--- src/rtl/spi_tx_fifo.sv ---
// Show-ahead transmit FIFO between the SPI register block and the shift core.
// Optional macro SPI_TXFIFO_THRESH_EN adds thresh_in / below_thresh_out.
module spi_tx_fifo #(
    parameter int FIFO_DEPTH = 8,
    parameter int DATA_WIDTH = 8,
    localparam int CNT_WIDTH = $clog2(FIFO_DEPTH) + 1
) (
    input  logic                  apb_clk_in,
    input  logic                  apb_rst_in,
    input  logic                  flush_in,
    input  logic                  wr_en_in,
    input  logic [DATA_WIDTH-1:0] wr_data_in,
    input  logic                  rd_en_in,
    output logic [DATA_WIDTH-1:0] rd_data_out,
    output logic                  empty_out,
    output logic                  full_out,
    output logic [CNT_WIDTH-1:0]  count_out,
    output logic                  overflow_out,
    output logic                  underflow_out,
`ifdef SPI_TXFIFO_THRESH_EN
    input  logic [CNT_WIDTH-1:0]  thresh_in,
    output logic                  below_thresh_out,
`endif
    input  logic                  err_clr_in
);

    localparam int PTR_W = $clog2(FIFO_DEPTH);

    logic [DATA_WIDTH-1:0] mem_q [FIFO_DEPTH];
    logic [PTR_W-1:0]      wptr_q, wptr_d;
    logic [PTR_W-1:0]      rptr_q, rptr_d;
    logic [CNT_WIDTH-1:0]  level_q, level_d;
    logic                  ovf_q, ovf_d;
    logic                  udf_q, udf_d;
    logic                  is_full, is_empty;
    logic                  do_push, do_pop, mem_we;

    assign is_full  = (level_q == CNT_WIDTH'(FIFO_DEPTH));
    assign is_empty = (level_q == '0);

    always_comb begin
        wptr_d  = wptr_q;
        rptr_d  = rptr_q;
        level_d = level_q;
        ovf_d   = ovf_q;
        udf_d   = udf_q;
        mem_we  = 1'b0;
        // A pop while full frees the slot the coincident push lands in.
        do_push = wr_en_in && (!is_full || rd_en_in);
        do_pop  = rd_en_in && !is_empty;

        if (flush_in) begin
            wptr_d  = '0;
            rptr_d  = '0;
            level_d = '0;
        end else begin
            // An error event in the clear cycle wins, so the flag ends set.
            ovf_d = (ovf_q && !err_clr_in) || (wr_en_in && is_full && !rd_en_in);
            udf_d = (udf_q && !err_clr_in) || (rd_en_in && is_empty);
            if (do_push) begin
                mem_we = 1'b1;
                wptr_d = wptr_q + PTR_W'(1);
            end
            if (do_pop) begin
                rptr_d = rptr_q + PTR_W'(1);
            end
            if (do_push && !do_pop) begin
                level_d = level_q + CNT_WIDTH'(1);
            end else if (do_pop && !do_push) begin
                level_d = level_q - CNT_WIDTH'(1);
            end
        end
    end

    always_ff @(posedge apb_clk_in) begin
        if (apb_rst_in) begin
            wptr_q  <= '0;
            rptr_q  <= '0;
            level_q <= '0;
            ovf_q   <= 1'b0;
            udf_q   <= 1'b0;
        end else begin
            wptr_q  <= wptr_d;
            rptr_q  <= rptr_d;
            level_q <= level_d;
            ovf_q   <= ovf_d;
            udf_q   <= udf_d;
        end
    end

    // Storage is deliberately not reset; only pointers and level define validity.
    for (genvar gi = 0; gi < FIFO_DEPTH; gi++) begin : g_mem
        always_ff @(posedge apb_clk_in) begin
            if (mem_we && (wptr_q == PTR_W'(gi))) begin
                mem_q[gi] <= wr_data_in;
            end
        end
    end

    assign rd_data_out   = mem_q[rptr_q];
    assign empty_out     = is_empty;
    assign full_out      = is_full;
    assign count_out     = level_q;
    assign overflow_out  = ovf_q;
    assign underflow_out = udf_q;

`ifdef SPI_TXFIFO_THRESH_EN
    logic below_q, below_d;

    always_comb begin
        below_d = (level_q <= thresh_in);
    end

    always_ff @(posedge apb_clk_in) begin
        if (apb_rst_in) begin
            below_q <= 1'b1;
        end else begin
            below_q <= below_d;
        end
    end

    assign below_thresh_out = below_q;
`endif

endmodule

--- config.mk ---
export PLATFORM = sky130hd
export DESIGN_NAME = spi_tx_fifo
export DESIGN_NICKNAME = d
export VERILOG_FILES = /design/src/rtl/spi_tx_fifo.sv
export SDC_FILE = /design/constraint.sdc
export NUM_CORES = 1
export LEC_CHECK = 0
export ABC_AREA = 1
export CAP_MARGIN = 20
export CORE_ASPECT_RATIO = 0.6
export CORE_MARGIN = 2
export CORE_UTILIZATION = 60
export DETAILED_ROUTE_END_ITERATION = 7
export DONT_BUFFER_PORTS = 1
export PLACE_DENSITY = 0.73
export SYNTH_ARGS = -nofsm -noshare
export SYNTH_HDL_FRONTEND = slang
export SYNTH_SLANG_ARGS = --single-unit
--- constraint.sdc ---
create_clock -name apb_clk_in -period 2.2 [get_ports apb_clk_in]
set_input_delay 0.44 -clock apb_clk_in [delete_from_list [all_inputs] [get_ports apb_clk_in]]
set_output_delay 0.44 -clock apb_clk_in [all_outputs]
set_load 0.005 [all_outputs]
# Yosys cells after proc, flatten, opt, wreduce, memory -nomap -nowiden
# Memories as Yosys holds them, arrays and structs flattened. A register that Yosys moved wholly into a read port is not among the register bits.
# Cells that the tools add are included.
[classes] muxes=43 eq_ne=8 n_addsub=4 n_reduce_logical=37
[ops] op="two-way mux 8 bit" n=7
[ops] op="OR reduction 8 bit" n=7
[ops] op="two-way mux 3 bit" n=9
[ops] op="two-way mux 1 bit" n=25
[ops] op="logical AND 1 bit" n=17
[ops] op="equality test 3 bit (second input constant)" n=4
[ops] op="two-way mux 4 bit" n=2
[ops] op="adder 3 x 1 -> 3 bit (second input constant)" n=2
[ops] op="equality test 3 x 2 -> 1 bit (second input constant)" n=2
[ops] op="logical NOT 1 bit" n=6
[ops] op="adder 4 x 1 -> 4 bit (second input constant)" n=1
[ops] op="equality test 4 bit (second input constant)" n=1
[ops] op="logical NOT 4 bit" n=1
[ops] op="subtractor 4 x 1 -> 4 bit (second input constant)" n=1
[ops] op="equality test 3 x 1 -> 1 bit (second input constant)" n=1
[ops] op="logical NOT 3 bit" n=1
[ops] op="logical OR 1 bit" n=3
[ops] op="nonzero test 2 bit" n=1
[ops] op="OR reduction 2 bit" n=1
[totals] reg_bits=12 output_inout_bits=16 n_memories=1 ramBits=64
[memory_table] name="mem_q" words=8 width=8 rd=1 rd_ports_with_merged_regs=1 write_ports=1 line_no="29" source="logic [DATA_WIDTH-1:0] mem_q [FIFO_DEPTH];"

# Longest topological paths before layout
# Gate-level depths: netlist of run 1.
[logic_depth] depth_word=17 depth_mapped=13

# Worst setup path before layout of run 1
# No wires, ideal clock.
[synth_path] path_kind="register to register" start="register level_q[1], in the netlist count_out[1]" end="register level_q[3], in the netlist count_out[3]" n_path_buf=0 slack_ns=0.225 synth_period_minus_slack_ns=1.975 arrival_time_ns=1.866 stages_incl_launch_ff=14 setup_ns=0.109 path_cell_list="dfxtp_1 -> nor2_1 -> nand4_2 -> nand2_1 -> inv_2 -> ha_1 -> inv_1 -> ha_1 -> a21oi_1 -> nand2_1 -> nand2_1 -> nand3_1 -> nand2_1 -> inv_1"
[synth_via] elab_chain_len=7
[synth_rtl] item="from (decl)" line_no="32" source="logic [CNT_WIDTH-1:0] level_q, level_d;"
[synth_rtl] item="from (signal assigned)" line_no="85" source="level_q <= level_d;"
[synth_rtl] item="equality test 4 bit *" line_no="38" source="assign is_full = (level_q == CNT_WIDTH'(FIFO_DEPTH));"
[synth_rtl] item="logical NOT 1 bit *" line_no="49" source="do_push = wr_en_in && (!is_full || rd_en_in);"
[synth_rtl] item="logical OR 1 bit *" line_no="49"
[synth_rtl] item="logical AND 1 bit *" line_no="49"
[synth_rtl] item="named net do_push" line_no="36" source="logic do_push, do_pop, mem_we;"
[synth_rtl] item="logical NOT 1 bit" line_no="69" source="end else if (do_pop && !do_push) begin"
[synth_rtl] item="logical AND 1 bit" line_no="69"
[synth_rtl] item="nonzero test 2 bit (no line)"
# Mark *: on every way through the listed nets, which the timed path passes. The rest lies on a longest branch. The select of a mux whose other input is x is not followed.
# A chain may end at the register's enable or synchronous reset.

==> results of run 1 <==
power by group through the flow:
stage	Combinational, uW	Clock (uW)	Sequential [uW]
floorplan	224	0	1700
global placement	281	0	1700
detailed placement	289	0	1700
CTS	292	1160	1660
global route	342	1220	1670
finish	296	1140	1670
synthesized netlist by cell type, drive strengths merged:
library cell	count
edfxtp	64
nor2	64
o21ai	50
nand2	49
inv	20
dfxtp	15
nand3	11
a21oi	10
ha	10
buf	8
clkbuf	3
xor2	3
fa	1
nand3b	1
nand4	1
nor4	1
o31ai	1
logic make-up (layout without fill, tap and decap cells):
logic type,Yosys count,count (layout)
AOI/OAI and AO/OA,61,61
adders and majority gates,11,11
and+or+nand+nor,127,127
buffers and inverters,31,52
DFF,79,79
xor gates and xnor gates,3,3
per-layer routing:
| layer | track usage [%] | routed length [um] | share of wire [%] |
|---|---|---|---|
| met5 | 0 | 0 | 0 |
| met4 | 7.43 | 125 | 1.9 |
| met2 | 34.3 | 2940 | 44 |
| met1 | 32.8 | 3090 | 47 |
| met3 | 9.57 | 451 | 6.8 |
flip-flops by register name (all words and copies together), names as in the netlist, named ones only:
register / cells
count_out: 4
mem_q: 64
overflow_out: 1
rptr_q: 3
underflow_out: 1
wptr_q: 3
final timing paths:
path,startpoint,to,slack [ps],cells past startpoint
min reg2reg,underflow_out$_SDFFE_PP0N_,underflow_out$_SDFFE_PP0N_,510,2
max,register,rd_data_out[2],170,6
min,wr_data_in[7],mem_q[3][7]$_DFFE_PP_,170,0
max reg2reg,count_out[2]$_SDFFE_PP0P_,count_out[3]$_SDFFE_PP0P_,210,12
through the flow:
stage / cells / utilization, %
after floorplan: 312 / -
after global placement: 386 / 63.6
after detailed placement: 386 / 63.6
after CTS: 402 / 67.5
after global routing: 402 / 67.6
final: 402 / 67.6
what timing repair did:
| action | in CTS | in global routing |
|---|---|---|
| endpoints found under the hold margin | 0 | 0 |
| resized for setup | 0 | 3 |
| hold buffers | 0 | 0 |
| setup endpoints to repair | 0 | 2 |
final cells by class:
type	count	area, um^2	area share, %
clock inverters	6	85.1	2.28
clock buffers	10	128	3.42
repair buffers	16	124	3.32
inverters	20	75.1	2.01
multi-input cells	202	1010	27.1
flip-flops and latches	79	2220	59.6
well taps	69	86.3	2.31
==> impl_metrics.py, run 1 <==
metrics = {
    "power_and_ir_drop": {
        "power.density_nw_per_um2": 832,
        "power.share.clock_pct": 36.8,
        "power.share.switching_pct": 23.2,
        "leakage_uw": 0.00141,
        "switchingPower_uw": 721,
        "finalPower_uw": 3100,
        "p_int_uw": 2380,
        "power_frac_seq_pct": 53.6,
        "ir_drop_v": 0.000432,
        "p_comb_share_pct": 9.5,
    },
    "placement": {
        "place_ws_ps": 174,
        "placed_area_um2": 3510,
        "io_buffers": 0,
        "dp_hpwl_um": 4170,
        "place.gp.congestion": 0.771,
    },
    "min_path": {
        "min_path_type": "input port to register",
    },
    "setup_path": {
        "critPathMaxFanout": 23,
        "cp_slowest_stage_delay_ps": 340,
        "end_kind": "output pin",
        "critPathLaunchType": "register",
        "crit_required_ps": 1760,
        "timing.critical_path.buf_inv": 2,
        "cp_common_cell": "nand2_1",
        "worst_path_max_delay_cell": "dfxtp_1",
        "crit_family": "buffers and inverters",
        "crit_arrival_ps": 1590,
        "crit_type": "register to output pin",
        "crit_chain": "inv_2, buf_4, nor2_1, o21ai_1, nand2_1, nand2_1",
    },
    "sta": {
        "fin_hold_ws_ps": 172,
        "rsz0062_at_grt": "false",
        "period_minus_slack_ps": 2030,
        "worstMarginPinSlew_ps": 398,
        "fin_crit_sh_pct": 92.4,
        "setup_viol": 0,
        "setup_ws_ps": 166,
        "skew_ps": 7.91,
        "relSlewSlack_pct": 73.4,
        "fmax_mhz": 492,
        "tns_ps": 0,
        "drv_slew": 0,
        "hold_viol_final": 0,
    },
    "cells_and_area": {
        "final_cell_area_um2": 3730,
        "layout_common_cells": "64 x edfxtp_1, 62 x nor2_1, 48 x nand2_1",
        "final_common_cell": "edfxtp_1",
        "antenna_cells": 0,
        "fillers": 402,
        "layout-drive-gt1-share_pct": 12.0,
        "layout.nets": 353,
        "synthToLayoutAreaGrowth_pct": 9.83,
    },
    "detailed_routing": {
        "dr.pass1.iters": 4,
        "viasPerCell": 5.51,
        "routed_wl_um": 6610,
        "drc": 0,
        "drtAntennaViolNets": 0,
        "initialDrtViolationCount": 200,
        "vias": 2216,
        "wl_per_cell_um": 16.4,
    },
    "floorplanning": {
        "num_rows": 21,
        "die_x_um": 101,
        "initial_utilization_pct": 61.6,
        "core_um2": 5520,
        "die_h_um": 62.3,
        "die-area_um2": 6300,
        "ios": 30,
    },
    "clocking": {
        "clk_path_buf_depth": 2,
        "clock_sinks": 79,
        "path_clk_slew_ps": 80,
        "cts_made_buffers": 9,
        "root_buffer": "clkbuf_8",
        "tritoncts": "yes",
        "post-cts-setup-buffers": 0,
        "htreeDepth": 3,
        "clk_latency_ps": 360,
    },
    "yosys": {
        "yosys_warnings": 0,
        "yosys.area.top_type_share_pct": 56.6,
        "synth_cells": 312,
        "synth-compound-area-share_pct": 9.17,
        "yosys_register_bits": 79,
        "synth_cell_types": 27,
        "synth.avg_cell_area_um2": 10.9,
        "yosys.area_share.simple_pct": 15.4,
        "synth_mux_area_share_pct": 0,
        "synth_nets": 337,
        "synth_xor_area_share_pct": 0.773,
        "synth_top_family_by_area": "simple AND/OR/NAND/NOR gates",
        "seq_area_frac_synth_pct": 65.4,
        "syn_area_um2": 3400,
        "synth_top_area_cell": "edfxtp_1",
        "synth.area.top_cells": "edfxtp_1 57%, dfxtp_1 8.8%, nor2_1 6.9%",
        "synthAdderAreaFrac_pct": 4.27,
    },
    "global_routing": {
        "track_usage_pct": 23.6,
        "antenna_found_initial": 0,
        "grt_max_degree": 33,
        "grt_pass1_wl_um": 10800,
        "grt_pass1_vias": 2191,
        "globalRouteOverflowTotal": 0,
    },
    "outcome": {
        "status": "finished, final reports clean",
    },
    "job": {
        "maxCapViolCount": 0,
    },
}
Power figures use the tool's default switching activity.
==> inputs of run 2 (changes only) <==
--- a/config.mk
+++ b/config.mk
@@ -9,10 +9,9 @@
 export CAP_MARGIN = 20
 export CORE_ASPECT_RATIO = 0.6
 export CORE_MARGIN = 2
-export CORE_UTILIZATION = 60
+export CORE_UTILIZATION = 57
 export DETAILED_ROUTE_END_ITERATION = 7
-export DONT_BUFFER_PORTS = 1
-export PLACE_DENSITY = 0.73
+export PLACE_DENSITY = 0.76
 export SYNTH_ARGS = -nofsm -noshare
 export SYNTH_HDL_FRONTEND = slang
 export SYNTH_SLANG_ARGS = --single-unit
==> run 2 against run 1 <==
- the run now ends with setup timing left
- cell count rose by 14%
- count of clock-buffer cells in the layout fell by 1
- cell area rose by 14%
- sequential power barely moved
- critical path type unchanged
- critical endpoint is now rd_data_out[7]
- largest power group unchanged
==> impl_metrics.py, run 2 (synthesis gave the netlist of run 1 again) <==
metrics = {
    "outcome": {
        "status": "complete, but fails checks",
        "violations": "setup timing",
    },
    "power_and_ir_drop": {
        "leakage_uw": 0.00166,
        "p_int_uw": 2500,
        "power_frac_seq_pct": 50.8,
        "power.density_nw_per_um2": 773,
        "p_comb_share_pct": 13.8,
        "switchingPower_uw": 782,
        "ir_drop_v": 0.000518,
        "power.share.clock_pct": 35.4,
        "power.share.switching_pct": 23.8,
    },
    "floorplanning": {
        "num_rows": 21,
        "die_x_um": 104,
        "ios": 30,
        "core_um2": 5680,
        "initial_utilization_pct": 59.9,
        "die_h_um": 63.8,
        "die-area_um2": 6610,
    },
    "detailed_routing": {
        "dr.pass1.iters": 4,
        "routed_wl_um": 6980,
        "vias": 2379,
        "drc": 0,
        "drtAntennaViolNets": 0,
        "viasPerCell": 5.18,
        "initialDrtViolationCount": 108,
        "wl_per_cell_um": 15.2,
    },
    "job": {
        "maxCapViolCount": 0,
    },
    "setup_path": {
        "worst_path_max_delay_cell": "clkdlybuf4s50_1",
        "cp_common_cell": "nand2_1",
        "reg2reg_depth": 13,
        "end_kind": "output pin",
        "timing.critical_path.buf_inv": 3,
        "critPathMaxFanout": 12,
        "critPathLaunchType": "register",
        "crit_type": "register to output pin",
        "crit_chain": "inv_2, buf_8, nor2_1, o21ai_0, nand2_1, nand2_1, clkdlybuf4s50_1",
        "cp_slowest_stage_delay_ps": 490,
        "crit_required_ps": 1760,
        "crit_arrival_ps": 1790,
        "crit_cells": 7,
        "crit_family": "buffers and inverters",
    },
    "clocking": {
        "tritoncts": "yes",
        "htreeDepth": 3,
        "clock_sinks": 79,
        "clk_latency_ps": 350,
        "clk_path_buf_depth": 2,
        "path_clk_slew_ps": 80,
        "root_buffer": "clkbuf_8",
        "cts_made_buffers": 9,
        "postCtsHoldBufs": 0,
    },
    "sta": {
        "tns_ps": -30.4,
        "worstMarginPinSlew_ps": 395,
        "drv_slew": 0,
        "fmax_mhz": 448,
        "setup_viol": 1,
        "rsz0062_at_grt": "true",
        "fin_crit_sh_pct": 101,
        "hold_viol_final": 0,
        "period_minus_slack_ps": 2230,
        "setup_ws_ps": -30.4,
        "skew_ps": 5.14,
        "relSlewSlack_pct": 73.6,
    },
    "placement": {
        "post-place-cells": 437,
        "placed_area_um2": 3920,
        "place_ws_ps": -263,
        "dp_hpwl_um": 4580,
        "io_buffers": 29,
        "place.gp.congestion": 0.793,
    },
    "cells_and_area": {
        "utilization_pct": 74.9,
        "synthToLayoutAreaGrowth_pct": 25.1,
        "fillers": 389,
        "layout.nets": 399,
        "finalNonFillerCells": 459,
        "layout-drive-gt1-share_pct": 17.4,
        "antenna_cells": 0,
        "regMostFlops": "mem_q",
        "final_cell_area_um2": 4250,
        "final_common_cell": "edfxtp_1",
        "largest_register_ffs": 64,
        "layout_common_cells": "64 x edfxtp_1, 58 x nor2_1, 48 x nand2_1",
    },
    "global_routing": {
        "track_usage_pct": 23.1,
        "grt_pass1_vias": 2168,
        "antenna_found_initial": 0,
        "grt_pass1_wl_um": 11200,
        "globalRouteOverflowTotal": 0,
        "grt_max_degree": 33,
    },
    "min_path": {
        "hold_depth": 2,
        "min_path_type": "register to register",
    },
}
[run 2: repair_timing]
item / in CTS / in global routing
buffers inserted: 4 / 2
gates cloned: 0 / 1
gates resized for setup: 10 / 18
endpoints found under the setup margin: 9 / 6
pin swaps: 2 / 2
hold endpoints to repair: 0 / 0
[run 2: per-layer routing]
| metal | GRT usage (%) | vias up | part of all wire [%] |
|---|---|---|---|
| met1 | 33.1 | 1094 | 47 |
| met2 | 34.1 | 84 | 44 |
| met5 | 0 | - | 0 |
| met3 | 6.73 | 10 | 7.8 |
| met4 | 8.28 | 0 | 1.3 |
| li1 | - | 1191 | - |
[run 2: path summary, 6_finish.rpt]
kind	from	to	slack [ps]
min	overflow_out$_SDFFE_PP0N_	overflow_out$_SDFFE_PP0N_	500
min reg2reg	overflow_out$_SDFFE_PP0N_	overflow_out$_SDFFE_PP0N_	500
max reg2reg	count_out[2]$_SDFFE_PP0P_	count_out[3]$_SDFFE_PP0P_	290
max	register	rd_data_out[7]	-30
[run 2: final cells by class]
cell class                      instances  area [um^2]  area share, %
Clock buffer                            9          124           2.91
Clock inverter                          7         96.3           2.27
Inverter                               20         75.1           1.77
Multi-Input combinational cell        202         1040           24.4
Sequential cell                        79         2230           52.4
Tap cell                               80          100           2.36
Timing Repair Buffer                   62          593           14.0
[run 2: power by group through the flow]
| stage | registers, uW | logic, uW | clock network [uW] |
|---|---|---|---|
| global placement | 1700 | 414 | 0 |
| CTS | 1670 | 429 | 1180 |
| finish | 1670 | 454 | 1160 |
| detailed placement | 1700 | 425 | 0 |
| floorplan | 1700 | 224 | 0 |
| global route | 1670 | 504 | 1250 |
[run 2: worst reg2reg max path, cell delays in order, from the launching register on]
cell     delay [ps]
dfxtp_1         410
inv_1           120
nand4_2         110
nand2_1          60
inv_2            60
ha_1            170
inv_2            70
ha_1            330
a21oi_2         180
nand2_1          60
nand2_1          60
nand3_1          80
nand2_1          70
inv_1            30
[run 2: metrics by stage]
stage	total power, uW	hold slack (ps)
after floorplan	1930	458
after global placement	2110	480
after detailed placement	2120	484
after CTS	3270	502
after global routing	3430	545
final	3280	498
==> inputs of run 3 (changes only) <==
==> config.mk (replaced) <==
export PLATFORM = sky130hd
export DESIGN_NAME = spi_tx_fifo
export DESIGN_NICKNAME = d
export VERILOG_FILES = /design/src/rtl/spi_tx_fifo.sv
export SDC_FILE = /design/constraint.sdc
export NUM_CORES = 1
export LEC_CHECK = 0
export CAP_MARGIN = 20
export CORE_ASPECT_RATIO = 0.6
export CORE_MARGIN = 2
export CORE_UTILIZATION = 56
export DETAILED_ROUTE_END_ITERATION = 7
export PLACE_DENSITY = 0.75
export SYNTH_ARGS = -nofsm -noshare
export SYNTH_HDL_FRONTEND = slang
export SYNTH_SLANG_ARGS = --single-unit
==> constraint.sdc (replaced) <==
create_clock -name apb_clk_in -period 2.15 [get_ports apb_clk_in]
set_input_delay 0.43 -clock apb_clk_in [delete_from_list [all_inputs] [get_ports apb_clk_in]]
set_output_delay 0.43 -clock apb_clk_in [all_outputs]
set_load 0.005 [all_outputs]
==> run 3 against run 2 <==
- the flow still finishes with violations (setup timing)
- area after synthesis is 5.6% lower
- register-to-register slack worse by 480 ps
- wire length is 7.6% lower
- non-clock buffer count is 8 higher
- sequential power hardly changed
- via count is 23% lower
- setup slack worse by 160 ps
- global-route usage is 1.1 points lower
==> impl_metrics.py, run 3 <==
metrics = {
    "clocking": {
        "cts_made_buffers": 9,
        "postCtsHoldBufs": 0,
        "htreeDepth": 3,
        "path_clk_slew_ps": 80,
        "root_buffer": "clkbuf_8",
        "clk_path_buf_depth": 2,
        "clk_latency_ps": 340,
        "tritoncts": "yes",
        "clock_sinks": 79,
    },
    "yosys": {
        "synth_common_cells": "64 x edfxtp_1, 16 x mux4_2, 16 x nor2_1",
        "synth-edff-count": 64,
        "syn_area_um2": 3210,
        "async_flop_share_pct": 0,
        "synthFlopType": "edfxtp_1",
        "synth.most_common_cell": "edfxtp_1",
        "seq_area_frac_synth_pct": 69.3,
        "yosys_register_bits": 79,
        "synth_top_area_cell": "edfxtp_1",
        "synth.area.top_cells": "edfxtp_1 60%, mux4_2 11%, dfxtp_1 9.4%",
        "synth_nets": 206,
        "yosys.area.top_type_share_pct": 60.0,
        "synth_cells": 181,
        "yosys_warnings": 0,
        "synth_cell_types": 29,
        "synth.avg_cell_area_um2": 17.7,
    },
    "floorplanning": {
        "die_h_um": 62.6,
        "die_x_um": 102,
        "num_rows": 21,
        "ios": 30,
        "core_um2": 5540,
        "die-area_um2": 6370,
        "initial_utilization_pct": 57.8,
    },
    "global_routing": {
        "grt_pass1_vias": 1883,
        "grt_pass1_wl_um": 10000,
        "grt_max_degree": 17,
        "track_usage_pct": 22.0,
        "globalRouteOverflowTotal": 0,
        "antenna_found_initial": 0,
    },
    "cells_and_area": {
        "layout-drive-gt1-share_pct": 41.3,
        "synthToLayoutAreaGrowth_pct": 36.6,
        "finalNonFillerCells": 339,
        "layout_common_cells": "64 x edfxtp_1, 20 x buf_4, 19 x clkdlybuf4s50_1",
        "largest_register_ffs": 64,
        "final_common_cell": "edfxtp_1",
        "layout.nets": 279,
        "regMostFlops": "mem_q",
        "antenna_cells": 0,
        "utilization_pct": 79.0,
    },
    "setup_path": {
        "crit_type": "register to register",
        "worst_path_max_delay_cell": "or4b_4",
        "crit_arrival_ps": 2560,
        "r2r_start": "count_out[2]$_SDFFE_PP0P_",
        "timing.critical_path.buf_inv": 2,
        "cp_slowest_stage_delay_ps": 550,
        "end_kind": "register",
        "crit_chain": "or4b_4, o21a_4, ha_4, inv_4, ha_2, nand3_2, a211o_1, buf_4, a31o_2",
        "crit_family": "compound AO/OA/AOI/OAI gates",
        "critPathLaunchType": "register",
        "ff2ff_setup_slack_ps": -190,
        "crit_cells": 9,
        "reg2reg_depth": 9,
        "critPathMaxFanout": 3,
        "crit_path_start": "count_out[2]$_SDFFE_PP0P_",
        "crit_required_ps": 2370,
    },
    "min_path": {
        "hold_depth": 2,
        "hold_start": "overflow_out$_SDFFE_PP0N_",
        "min_path_type": "register to register",
    },
    "sta": {
        "period_minus_slack_ps": 2340,
        "setup_viol": 11,
        "rsz0062_at_grt": "true",
        "hold_viol_final": 0,
        "drv_slew": 0,
        "relSlewSlack_pct": 76.4,
        "fin_crit_sh_pct": 109,
        "worstMarginPinSlew_ps": 353,
        "setup_ws_ps": -189,
        "fmax_mhz": 428,
        "skew_ps": 12.7,
    },
    "job": {
        "maxCapViolCount": 0,
    },
    "power_and_ir_drop": {
        "ir_drop_v": 0.000496,
        "leakage_uw": 0.00160,
        "power.density_nw_per_um2": 762,
    },
    "detailed_routing": {
        "viasPerCell": 5.44,
        "drtAntennaViolNets": 0,
        "vias": 1843,
        "drc": 0,
        "routed_wl_um": 6450,
        "wl_per_cell_um": 19.0,
        "dr.pass1.iters": 4,
        "initialDrtViolationCount": 138,
    },
    "placement": {
        "place.gp.congestion": 0.835,
        "place_ws_ps": -340,
        "io_buffers": 29,
        "dp_hpwl_um": 4030,
        "post-place-cells": 307,
    },
    "outcome": {
        "violations": "setup timing",
        "status": "complete, but fails checks",
    },
}
## run 3: cell types whose count changed after synthesis, moves of 10 or more
cell,delta
inv_1,-10
nand2_1,-46
mux4_2,+16
o21ai_1,-27
o21ai_0,-22
nor2_1,-46
## run 3: area by class of cell
type	instances	area (um^2)
Sequential cell	79	2230
Fill cell	278	1170
Multi-Input combinational cell	86	1020
Timing Repair Buffer	70	783
Clock buffer	13	181
Tap cell	80	100
Inverter	8	32.5
Clock inverter	3	22.5
## run 3: timing repair
action / in CTS / in global routing
cloned: 1 / 0
pin swaps: 6 / 6
setup buffers: 11 / 4
setup endpoints to repair: 13 / 11
resized for setup: 63 / 8
## run 3: kinds of logic (layout without fill, tap and decap cells)
family                     after synthesis  count (layout)  synth area share, %
DFF                                     79              79                 69.3
and+or+nand+nor                         33              33                 5.11
muxes                                   27              27                 15.0
buffers and inverters                   16              94                 2.19
adders and majority gates               11              11                 4.53
AOI/OAI and AO/OA                       10              10                 2.50
xor gates and xnor gates                 5               5                 1.37
## run 3: power breakdown
part | internal, uW | total [uW] | switching, uW | leakage [uW]
sequential | 1680 | 1700 | 21.6 | 0.000703
combinational | 328 | 554 | 227 | 0.000789
clock | 566 | 1080 | 511 | 0.000104
total | 2580 | 3330 | 759 | 0.00160
## run 3: final timing paths
kind,to
hold / removal,overflow_out$_SDFFE_PP0N_
hold reg to reg,overflow_out$_SDFFE_PP0N_
setup / recovery,count_out[3]$_SDFFE_PP0P_
setup reg to reg,count_out[3]$_SDFFE_PP0P_
## run 3: worst register-to-register path: stages, from the launching register on
cell,delay [ps]
dfxtp_4,350
or4b_4,550
o21a_4,230
ha_4,160
inv_4,60
ha_2,150
nand3_2,80
a211o_1,320
buf_4,140
a31o_2,190
## run 3: metal layers
metal | global-route usage, % | up-vias | part of all wire, %
met3 | 5.03 | 3 | 4.4
met2 | 34.0 | 56 | 49
li1 | - | 850 | -
met1 | 32.5 | 934 | 47
met5 | 0 | - | 0
met4 | 4.56 | 0 | 0.48
## run 3: metrics by stage
stage | hold WS (ps) | TNS, ps | total power, uW | instance area (um^2)
2_1_floorplan | 442 | -219 | 1970 | 3260
3_3_place_gp | 437 | -865 | 2150 | 3900
3_5_place_dp | 452 | -1530 | 2180 | 3900
4_1_cts | 462 | -1440 | 3310 | 4310
5_1_grt | 499 | -2320 | 3460 | 4380
6_report | 459 | -1560 | 3330 | 4380
